`config.mk`:
```
export PLATFORM = sky130hd
export DESIGN_NAME = ila_trigger_ctrl_flat
export DESIGN_NICKNAME = d
export VERILOG_FILES = /design/src/rtl/ila_trigger_ctrl_if.sv /design/src/rtl/ila_trigger_ctrl.sv /design/src/flat_wrapper.sv
export SDC_FILE = /design/constraint.sdc
export NUM_CORES = 1
export LEC_CHECK = 0
export BUFFER_PORTS_ARGS = -buffer_cell sky130_fd_sc_hd__buf_2
export CAP_MARGIN = 5
export CORE_UTILIZATION = 55
export DETAILED_ROUTE_END_ITERATION = 10
export PLACE_DENSITY = 0.77
export SLEW_MARGIN = 20
export SYNTH_ARGS = -nofsm -noshare
export SYNTH_HDL_FRONTEND = slang
export SYNTH_SLANG_ARGS = --single-unit
```
`constraint.sdc`:
```
create_clock -name clk -period 3.65 [get_ports clk]
set_input_delay 0 -clock clk [delete_from_list [all_inputs] [get_ports clk]]
set_output_delay 0 -clock clk [all_outputs]
set_load 0.1 [all_outputs]
```
`src/rtl/ila_trigger_ctrl_if.sv`:
```
// ila_trigger_ctrl_if: probe, control, configuration and capture-stream
// signals of the ILA trigger controller, bundled as one interface.
// The master side drives probes/arm/abort/config and receives the capture
// stream; the slave side is the trigger controller itself.
interface ila_trigger_ctrl_if #(
  parameter int WIDTH  = 8,
  parameter int POST_W = 16,
  parameter int OCC_W  = 8
);
  logic [WIDTH-1:0]  probe;
  logic              arm;
  logic              abort;
  logic [WIDTH-1:0]  cfg_mask;
  logic [WIDTH-1:0]  cfg_value;
  logic [WIDTH-1:0]  cfg_edge;
  logic [POST_W-1:0] cfg_post;
  logic [OCC_W-1:0]  cfg_occur;
  logic              cap_valid;
  logic [WIDTH-1:0]  cap_data;
  logic              cap_trig;
  logic              armed;
  logic              done;

  modport master (
    output probe, arm, abort, cfg_mask, cfg_value, cfg_edge, cfg_post, cfg_occur,
    input  cap_valid, cap_data, cap_trig, armed, done
  );

  modport slave (
    input  probe, arm, abort, cfg_mask, cfg_value, cfg_edge, cfg_post, cfg_occur,
    output cap_valid, cap_data, cap_trig, armed, done
  );
endinterface

```
`src/rtl/ila_trigger_ctrl.sv`:
```
// ila_trigger_ctrl: ILA trigger and capture-window controller.
// Streams pre-trigger samples while armed, marks the trigger sample, emits
// exactly cfg_post further samples, then parks in DONE until re-armed.
// Optional feature macro: TRIG_OCCURRENCE_EN (trigger on hit number
// cfg_occur+1 instead of the first hit).
module ila_trigger_ctrl #(
  parameter int WIDTH  = 8,
  parameter int POST_W = 16,
  parameter int OCC_W  = 8
) (
  input logic clk,
  input logic rst,
  ila_trigger_ctrl_if.slave io_bus
);

  localparam logic [1:0] ST_IDLE  = 2'd0;
  localparam logic [1:0] ST_ARMED = 2'd1;
  localparam logic [1:0] ST_POST  = 2'd2;
  localparam logic [1:0] ST_DONE  = 2'd3;

  logic [1:0]        r_state;
  logic [WIDTH-1:0]  r_dq;
  logic [WIDTH-1:0]  r_pq;
  logic [WIDTH-1:0]  r_shMask;
  logic [WIDTH-1:0]  r_shValue;
  logic [WIDTH-1:0]  r_shEdge;
  logic [POST_W-1:0] r_shPost;
  logic [POST_W-1:0] r_postCnt;
  logic              r_firstCycle;
  logic              r_capValid;
  logic [WIDTH-1:0]  r_capData;
  logic              r_capTrig;
  logic              r_armed;
  logic              r_done;

  logic [WIDTH-1:0]  w_bitHit;
  logic              w_hit;
  logic              w_trig;
  logic              w_armAccept;

  // Probe history: d_q is the current sample, p_q the one before it.
  always_ff @(posedge clk or posedge rst) begin
    if (rst) begin
      r_dq <= '0;
      r_pq <= '0;
    end else begin
      r_dq <= io_bus.probe;
      r_pq <= r_dq;
    end
  end

  // Per-bit trigger match against the shadow configuration; edge bits never
  // match on the first armed cycle because p_q still holds pre-arm history.
  always_comb begin
    w_bitHit = '1;
    for (int i = 0; i < WIDTH; i++) begin
      if (!r_shMask[i]) begin
        w_bitHit[i] = 1'b1;
      end else if (r_shEdge[i]) begin
        w_bitHit[i] = !r_firstCycle && (r_dq[i] == r_shValue[i]) && (r_pq[i] != r_shValue[i]);
      end else begin
        w_bitHit[i] = (r_dq[i] == r_shValue[i]);
      end
    end
  end

  assign w_hit       = &w_bitHit;
  assign w_armAccept = io_bus.arm && !io_bus.abort &&
                       ((r_state == ST_IDLE) || (r_state == ST_DONE));

`ifdef TRIG_OCCURRENCE_EN
  logic [OCC_W-1:0] r_shOccur;
  logic [OCC_W-1:0] r_occCnt;

  // Only hit number cfg_occur+1 qualifies as the trigger.
  assign w_trig = w_hit && (r_occCnt == r_shOccur);

  // Counts non-triggering hits while armed; restarts on every arm and abort.
  // It stops at the trigger hit, so it can never exceed cfg_occur or wrap.
  always_ff @(posedge clk or posedge rst) begin
    if (rst) begin
      r_shOccur <= '0;
      r_occCnt  <= '0;
    end else if (io_bus.abort) begin
      r_occCnt <= '0;
    end else if (w_armAccept) begin
      r_shOccur <= io_bus.cfg_occur;
      r_occCnt  <= '0;
    end else if ((r_state == ST_ARMED) && w_hit && !w_trig) begin
      r_occCnt <= r_occCnt + 1'b1;
    end
  end
`else
  // Without occurrence counting the first hit is the trigger.
  assign w_trig = w_hit;
`endif

  // Main state machine with registered capture outputs; every output reflects
  // the state during the cycle just ended, so done follows the last sample.
  always_ff @(posedge clk or posedge rst) begin
    if (rst) begin
      r_state      <= ST_IDLE;
      r_shMask     <= '0;
      r_shValue    <= '0;
      r_shEdge     <= '0;
      r_shPost     <= '0;
      r_postCnt    <= '0;
      r_firstCycle <= 1'b0;
      r_capValid   <= 1'b0;
      r_capData    <= '0;
      r_capTrig    <= 1'b0;
      r_armed      <= 1'b0;
      r_done       <= 1'b0;
    end else if (io_bus.abort) begin
      r_state      <= ST_IDLE;
      r_postCnt    <= '0;
      r_firstCycle <= 1'b0;
      r_capValid   <= 1'b0;
      r_capData    <= '0;
      r_capTrig    <= 1'b0;
      r_armed      <= 1'b0;
      r_done       <= 1'b0;
    end else begin
      r_firstCycle <= 1'b0;
      r_capValid   <= 1'b0;
      r_capData    <= '0;
      r_capTrig    <= 1'b0;
      r_armed      <= (r_state == ST_ARMED);
      r_done       <= (r_state == ST_DONE);
      case (r_state)
        ST_IDLE, ST_DONE: begin
          if (io_bus.arm) begin
            r_state      <= ST_ARMED;
            r_shMask     <= io_bus.cfg_mask;
            r_shValue    <= io_bus.cfg_value;
            r_shEdge     <= io_bus.cfg_edge;
            r_shPost     <= io_bus.cfg_post;
            r_firstCycle <= 1'b1;
          end
        end
        ST_ARMED: begin
          r_capValid <= 1'b1;
          r_capData  <= r_dq;
          r_capTrig  <= w_trig;
          if (w_trig) begin
            if (r_shPost == '0) begin
              r_state <= ST_DONE;
            end else begin
              r_state   <= ST_POST;
              r_postCnt <= r_shPost;
            end
          end
        end
        ST_POST: begin
          r_capValid <= 1'b1;
          r_capData  <= r_dq;
          r_postCnt  <= r_postCnt - 1'b1;
          if (r_postCnt == POST_W'(1)) begin
            r_state <= ST_DONE;
          end
        end
        default: begin
          r_state <= ST_IDLE;
        end
      endcase
    end
  end

  assign io_bus.cap_valid = r_capValid;
  assign io_bus.cap_data  = r_capData;
  assign io_bus.cap_trig  = r_capTrig;
  assign io_bus.armed     = r_armed;
  assign io_bus.done      = r_done;

endmodule

```
`src/flat_wrapper.sv`:
```
// flat-port wrapper written by rule: the top's interface ports become plain ports
module ila_trigger_ctrl_flat 
#(
  parameter int WIDTH  = 8,
  parameter int POST_W = 16,
  parameter int OCC_W  = 8
)
  (clk, rst, io_bus_probe, io_bus_arm, io_bus_abort, io_bus_cfg_mask, io_bus_cfg_value, io_bus_cfg_edge, io_bus_cfg_post, io_bus_cfg_occur, io_bus_cap_valid, io_bus_cap_data, io_bus_cap_trig, io_bus_armed, io_bus_done);
  ila_trigger_ctrl_if #(.WIDTH(WIDTH), .POST_W(POST_W), .OCC_W(OCC_W)) io_bus_i ();
  input logic clk;
  input logic rst;
  input wire logic [$bits(io_bus_i.probe)-1:0] io_bus_probe;
  input wire logic [$bits(io_bus_i.arm)-1:0] io_bus_arm;
  input wire logic [$bits(io_bus_i.abort)-1:0] io_bus_abort;
  input wire logic [$bits(io_bus_i.cfg_mask)-1:0] io_bus_cfg_mask;
  input wire logic [$bits(io_bus_i.cfg_value)-1:0] io_bus_cfg_value;
  input wire logic [$bits(io_bus_i.cfg_edge)-1:0] io_bus_cfg_edge;
  input wire logic [$bits(io_bus_i.cfg_post)-1:0] io_bus_cfg_post;
  input wire logic [$bits(io_bus_i.cfg_occur)-1:0] io_bus_cfg_occur;
  output wire logic [$bits(io_bus_i.cap_valid)-1:0] io_bus_cap_valid;
  output wire logic [$bits(io_bus_i.cap_data)-1:0] io_bus_cap_data;
  output wire logic [$bits(io_bus_i.cap_trig)-1:0] io_bus_cap_trig;
  output wire logic [$bits(io_bus_i.armed)-1:0] io_bus_armed;
  output wire logic [$bits(io_bus_i.done)-1:0] io_bus_done;
  assign io_bus_i.probe = io_bus_probe;
  assign io_bus_i.arm = io_bus_arm;
  assign io_bus_i.abort = io_bus_abort;
  assign io_bus_i.cfg_mask = io_bus_cfg_mask;
  assign io_bus_i.cfg_value = io_bus_cfg_value;
  assign io_bus_i.cfg_edge = io_bus_cfg_edge;
  assign io_bus_i.cfg_post = io_bus_cfg_post;
  assign io_bus_i.cfg_occur = io_bus_cfg_occur;
  assign io_bus_cap_valid = io_bus_i.cap_valid;
  assign io_bus_cap_data = io_bus_i.cap_data;
  assign io_bus_cap_trig = io_bus_i.cap_trig;
  assign io_bus_armed = io_bus_i.armed;
  assign io_bus_done = io_bus_i.done;
  ila_trigger_ctrl #(.WIDTH(WIDTH), .POST_W(POST_W), .OCC_W(OCC_W)) u_core (.clk(clk), .rst(rst), .io_bus(io_bus_i));
endmodule
```
[After elaboration in Yosys (flattened, before gate mapping)]
Cells that the tools add are included.
Storage, ports and cells
  input port bits: 60
  word-level logic and storage cells: 103
  bits in registers: 87
  output and inout bits: 12
Operators by class
  multiplexer cells: 37
  reduce and logical (&&, ||, !) cells: 26
  equal/unequal tests: 24
  $add $sub $neg: 1
  bitwise logic cells: 1
Operator list (number)
  2-to-1 mux 16 bit: 3
  one-hot mux 16 bit (2 select lines): 1
  2-to-1 mux 1 bit: 26
  equality test 16 x 1 -> 1 bit, second input constant: 1
  logical AND 1 bit: 16
  logical NOT 16 bit: 1
  2-to-1 mux 8 bit: 2
  subtractor 16 x 1 -> 16 bit, second input constant: 1
  AND reduction 3 bit: 3
  equality test 1 bit: 8
  2-to-1 mux 2 bit: 4
  != test 1 bit: 8
  AND reduction 8 bit: 1
  != test 3 x 2 -> 1 bit, second input constant: 2
  != test 3 bit, second input constant: 2
  one-hot mux 2 bit (3 select lines): 1
  equality test 2 bit, second input constant: 2
  OR reduction 2 bit: 2
  nonzero test 3 bit: 1
  equality test 2 x 1 -> 1 bit, second input constant: 1
  logical NOT 2 bit: 1
  logical NOT 1 bit: 1
  NOT 1 bit: 1

[Depth between registers and ports, before layout]
  depth in word-level cells: 9
  mapped depth: 10
  mapped depth without buffers: 9

[Worst setup path before layout]
Ideal clock, no wire load.
  kind: flip-flop to flip-flop
  from: register u_core.r_postCnt[8]
  to: register u_core.r_postCnt[14]
  buffers on the path: 1
  library setup time: 82 ps
  data arrival time: 2480 ps
  slack: 1088 ps
  data required time: 3568 ps
  period minus slack after synthesis: 2562 ps
  cell stages (with the launch flop): 8
  path through: dfrtp_1 > or4_4 > or3_1 > buf_2 > or3_4 > or2_0 > or4_1 > a31oi_1
On the way
  longest elaborated chain between the ends: 3
Ends and longest elaborated chain
  start: declaration: RTL line ila_trigger_ctrl.sv:28  | logic [POST_W-1:0] r_postCnt;
  start signal: assignment: RTL line ila_trigger_ctrl.sv:150  | r_postCnt <= r_shPost;
  start signal: assignment: RTL line ila_trigger_ctrl.sv:157  | r_postCnt <= r_postCnt - 1'b1;
  subtractor 16 x 1 -> 16 bit: RTL line ila_trigger_ctrl.sv:157
  one-hot mux 16 bit (2 select lines): RTL line ila_trigger_ctrl.sv:130  | case (r_state)
  2-to-1 mux 16 bit: RTL line ila_trigger_ctrl.sv:114  | end else if (io_bus.abort) begin
Every way passes these cells.
A chain may end at the register's enable or synchronous reset.

[Final worst setup path]
  from: register u_core.r_firstCycle
  to: register u_core.r_postCnt[14]
On the way
  longest elaborated chain between the ends: 8
  elaborated cells between the ends (all ways): 36
  those cells by class: eq/ne (1); mux (16); reduce/logical (19)
Ends and longest elaborated chain
  start: declaration: RTL line ila_trigger_ctrl.sv:29  | logic r_firstCycle;
  start signal: assignment: RTL line ila_trigger_ctrl.sv:108  | r_firstCycle <= 1'b0;
  start signal: assignment: RTL line ila_trigger_ctrl.sv:117  | r_firstCycle <= 1'b0;
  start signal: assignment: RTL line ila_trigger_ctrl.sv:124  | r_firstCycle <= 1'b0;
  logical NOT 1 bit (*): RTL line ila_trigger_ctrl.sv:60  | w_bitHit[i] = !r_firstCycle && (r_dq[i] == r_shValue[i]) && (r_pq[i] != r_shValue[i]);
  logical AND 1 bit (2 in a row): RTL line ila_trigger_ctrl.sv:60
  2-to-1 mux 1 bit: RTL line ila_trigger_ctrl.sv:59  | end else if (r_shEdge[i]) begin
  2-to-1 mux 1 bit: RTL line ila_trigger_ctrl.sv:57  | if (!r_shMask[i]) begin
  AND reduction 8 bit (*): RTL line ila_trigger_ctrl.sv:67  | assign w_hit = &w_bitHit;
  != test 3 x 2 -> 1 bit (no source line) (*)
  AND reduction 3 bit (no source line) (*)
Mark *: on every way between the ends. The rest lies on a longest branch, timed or not.

==> reports/qor.yml <==
yosys:
  synthTopCellsByArea: "dfrtp_1, nand2_1, o311ai_0"
  yosysWarnings: 0
  synth_top_area_cell: "dfrtp_1"
  syn_area_mm2: 0.00395
  ys_seq_area_share_pct: 55.1
  syn_avg_cell_area_um2: 9.25
  synth.most_common_cell: "nand2_1"
  yosysUniqueCellTypes: 50
  ys.flop_type: "dfrtp_1"
  synth-async-reset-ratio_pct: 100
  synth_edf_count: 0
  synth_seq_cells: 87
  netlist_instances: 427
  netlist.area_leader.share_pct: 55.1
  synth_common_cells: "nand2_1, dfrtp_1, o21ai_0, a21oi_1, clkbuf_1"
  synth.net_count: 492
grt:
  grtUsageMet1_pct: 38.6
  grt_use_total_pct: 29.5
  grt_antenna_before_repair: 0
  grt.busiest_layer: "met2"
  grt_util_met2_pct: 48.1
  grt_max_degree: 52
  use_met3_pct: 6.95
  grt_pass1_wl_um: 16800
  grt_pass1_vias: 3541
  globalRoute.totalOverflow: 0
worst_setup_path:
  worst_setup_path_end_kind: "flop"
  ff2ff_path_depth: 7
  crit_type: "reg -> reg"
  r2r-end: "u_core.r_postCnt[14]$_DFFE_PP0P_"
  regToRegStartpoint: "u_core.r_firstCycle$_DFF_PP0_"
  r2r_slack_ns: 0.86
  worstPathMaxFanout: 9
  required_ns: 3.94
  cp-start-kind: "flop"
  cp.arrival_ns: 3.08
die:
  start_util_pct: 57.5
  core_area_mm2: 0.00687
  num_io_pins: 72
  die_w_um: 86.8
  dieHeight_um: 86.8
  num_rows: 30
  die-area_mm2: 0.00753
timing:
  slew_viol_final: 0
  rsz0062_at_grt: "no"
  finalWorstSetupSlack_ns: 0.858
  fmax_ghz: 0.358
  clock_skew_ns: 0.00770
  worst_slew_pin_slew_ns: 0.892
  finalHoldViolCount: 0
  setup_viol: 0
  fin_setup_tns_ns: 0
  fin_crit_sh_pct: 76.5
  period_needed_ns: 2.79
  relSlewSlack_pct: 40.4
routing:
  drc: 0
  drt-vias-per-instance: 5.67
  vias: 3613
  wl_um: 10200
  post_drt_wl_per_cell_um: 16.0
  drtIter0Drc: 290
  drtPass1Iterations: 5
  ant_nets: 0
cts:
  cts_buffers: 9
  cts-root-buf: "clkbuf_8"
  cts_setup_buffers: 0
  cts.sinks: 87
  path_clk_slew_ns: 0.09
  cts_tree: "built"
  cts-htree-levels: 3
  insertion_delay_ns: 0.36
  cts_buffer_depth: 2
power_and_ir_drop:
  ir_worst_vdd_uv: 361
  power_density_mw_per_mm2: 771
  p_leak_nw: 2.46
outcome:
  status: "finished, final reports clean"
place:
  dp_hpwl_um: 6050
  gp_congestion: 0.849
  place.port_buffers: 63
  preCtsSetupSlack_ns: 0.955
  placed_cell_area_mm2: 0.00435
  dp.cells: 572
finish:
  drive_gt1_share_pct: 17.2
  area_growth_pct: 28.0
  final_cells: 637
  fin_area_mm2: 0.00506
  fin_nets: 601
  antenna_cells: 0
min_path:
  min_to: "u_core.io_bus.done$_DFF_PP0_"
  hold_start: "io_bus_abort"
  hold_class: "in -> reg"
  hold_path_depth: 2
flow_run:
  cap_violations: 0
==> flip-flops by register name, summed over array words and instances (netlist names) <==
name,flops
u_core.r_shEdge,8
u_core.io_bus.cap_data,8
u_core.r_firstCycle,1
u_core.io_bus.done,1
u_core.r_shMask,8
u_core.r_dq,8
u_core.r_pq,8
u_core.r_shPost,16
u_core.r_shValue,8
u_core.io_bus.armed,1
u_core.r_postCnt,16
u_core.io_bus.cap_valid,1
u_core.r_state,2
u_core.io_bus.cap_trig,1
==> how the worst max path moves through the flow <==
stage | startpoint | end | cells past startpoint
4_1_cts | u_core.r_postCnt[8]$_DFFE_PP0P_ | u_core.r_postCnt[14]$_DFFE_PP0P_ | 6
3_5_place_dp | u_core.r_postCnt[8]$_DFFE_PP0P_ | u_core.r_postCnt[14]$_DFFE_PP0P_ | 6
2_1_floorplan | u_core.r_postCnt[8]$_DFFE_PP0P_ | u_core.r_postCnt[14]$_DFFE_PP0P_ | 7
5_1_grt | u_core.r_firstCycle$_DFF_PP0_ | u_core.r_postCnt[5]$_DFFE_PP0P_ | 7
3_3_place_gp | u_core.r_postCnt[8]$_DFFE_PP0P_ | u_core.r_postCnt[14]$_DFFE_PP0P_ | 6
6_report | u_core.r_firstCycle$_DFF_PP0_ | u_core.r_postCnt[14]$_DFFE_PP0P_ | 7
==> power breakdown <==
group          switching (mW)  leakage (nW)  total [mW]  internal (mW)
registers               0.261          1.11        1.53           1.27
logic                    1.09          1.25        1.66          0.578
clock network           0.372         0.101       0.701          0.330
==> cell usage in the layout, fill, tap and decap left out, types with 2 or more instances in the layout <==
master,n
o311ai_0,13
nor4_1,4
clkinvlp_4,2
a31oi_1,2
nor3_1,13
or4_1,2
o2111ai_1,3
nor2_1,15
nand4_1,4
buf_2,63
nor2b_1,3
and2_1,9
inv_1,14
buf_4,5
a21oi_1,17
nand2_1,129
dfrtp_1,87
dlygate4sd3_1,49
a22oi_1,2
nand3_1,15
a21boi_0,7
o31ai_1,9
mux2_2,2
o21ai_0,21
o211ai_1,3
o211a_1,2
clkbuf_8,9
ha_1,5
or3_1,3
==> cells by family after synthesis <==
group / Yosys count / share of synthesized area, %
AO/OA/AOI/OAI: 91 / 16.0
XOR/XNOR: 2 / 0.443
adder cells (fa/ha/maj): 5 / 1.58
buffers and inverters: 35 / 3.36
flip-flops: 87 / 55.1
multiplexers: 3 / 0.823
AND/OR/NAND/NOR: 204 / 22.7
==> layout make-up <==
type / instances / area, um^2
inverter: 16 / 61.3
clock buffer: 9 / 124
clock inverter: 7 / 90.1
timing repair buffer: 117 / 843
multi-input combinational: 305 / 1640
sequential: 87 / 2180
fill: 484 / 1810
tap: 96 / 120
==> per-layer routing <==
| metal | vias to the layer above | routed length [um] |
|---|---|---|
| li1 | 1709 | - |
| met1 | 1717 | 4410 |
| met2 | 163 | 5010 |
| met3 | 24 | 593 |
| met4 | 0 | 200 |
| met5 | - | 0 |
==> worst max-delay path, cell delays in order, from the launching register on <==
cell and delay [ns]:
dfrtp_1 0.51, inv_1 0.25, a21boi_0 0.11, o311ai_0 0.45, nand4_1 0.32, o21a_1 0.37
or4_1 0.54, a31oi_1 0.17
==> through the flow <==
step | utilization [%] | hold slack [ns] | power [mW]
6_report | 73.6 | 0.0683 | 3.90
5_1_grt | 73.6 | 0.0809 | 4.16
4_1_cts | 73.6 | 0.0587 | 3.87
3_5_place_dp | 63.4 | 0.109 | 3.12
3_3_place_gp | 63.4 | 0.108 | 3.06
2_1_floorplan | - | 0.0314 | 2.72
==> what timing repair did <==
action	in CTS	in global routing
hold buffers	49	0
gates resized for setup	0	0
hold endpoints to repair	98	0
setup endpoints to repair	0	0
(Power assumes the default switching activity.)
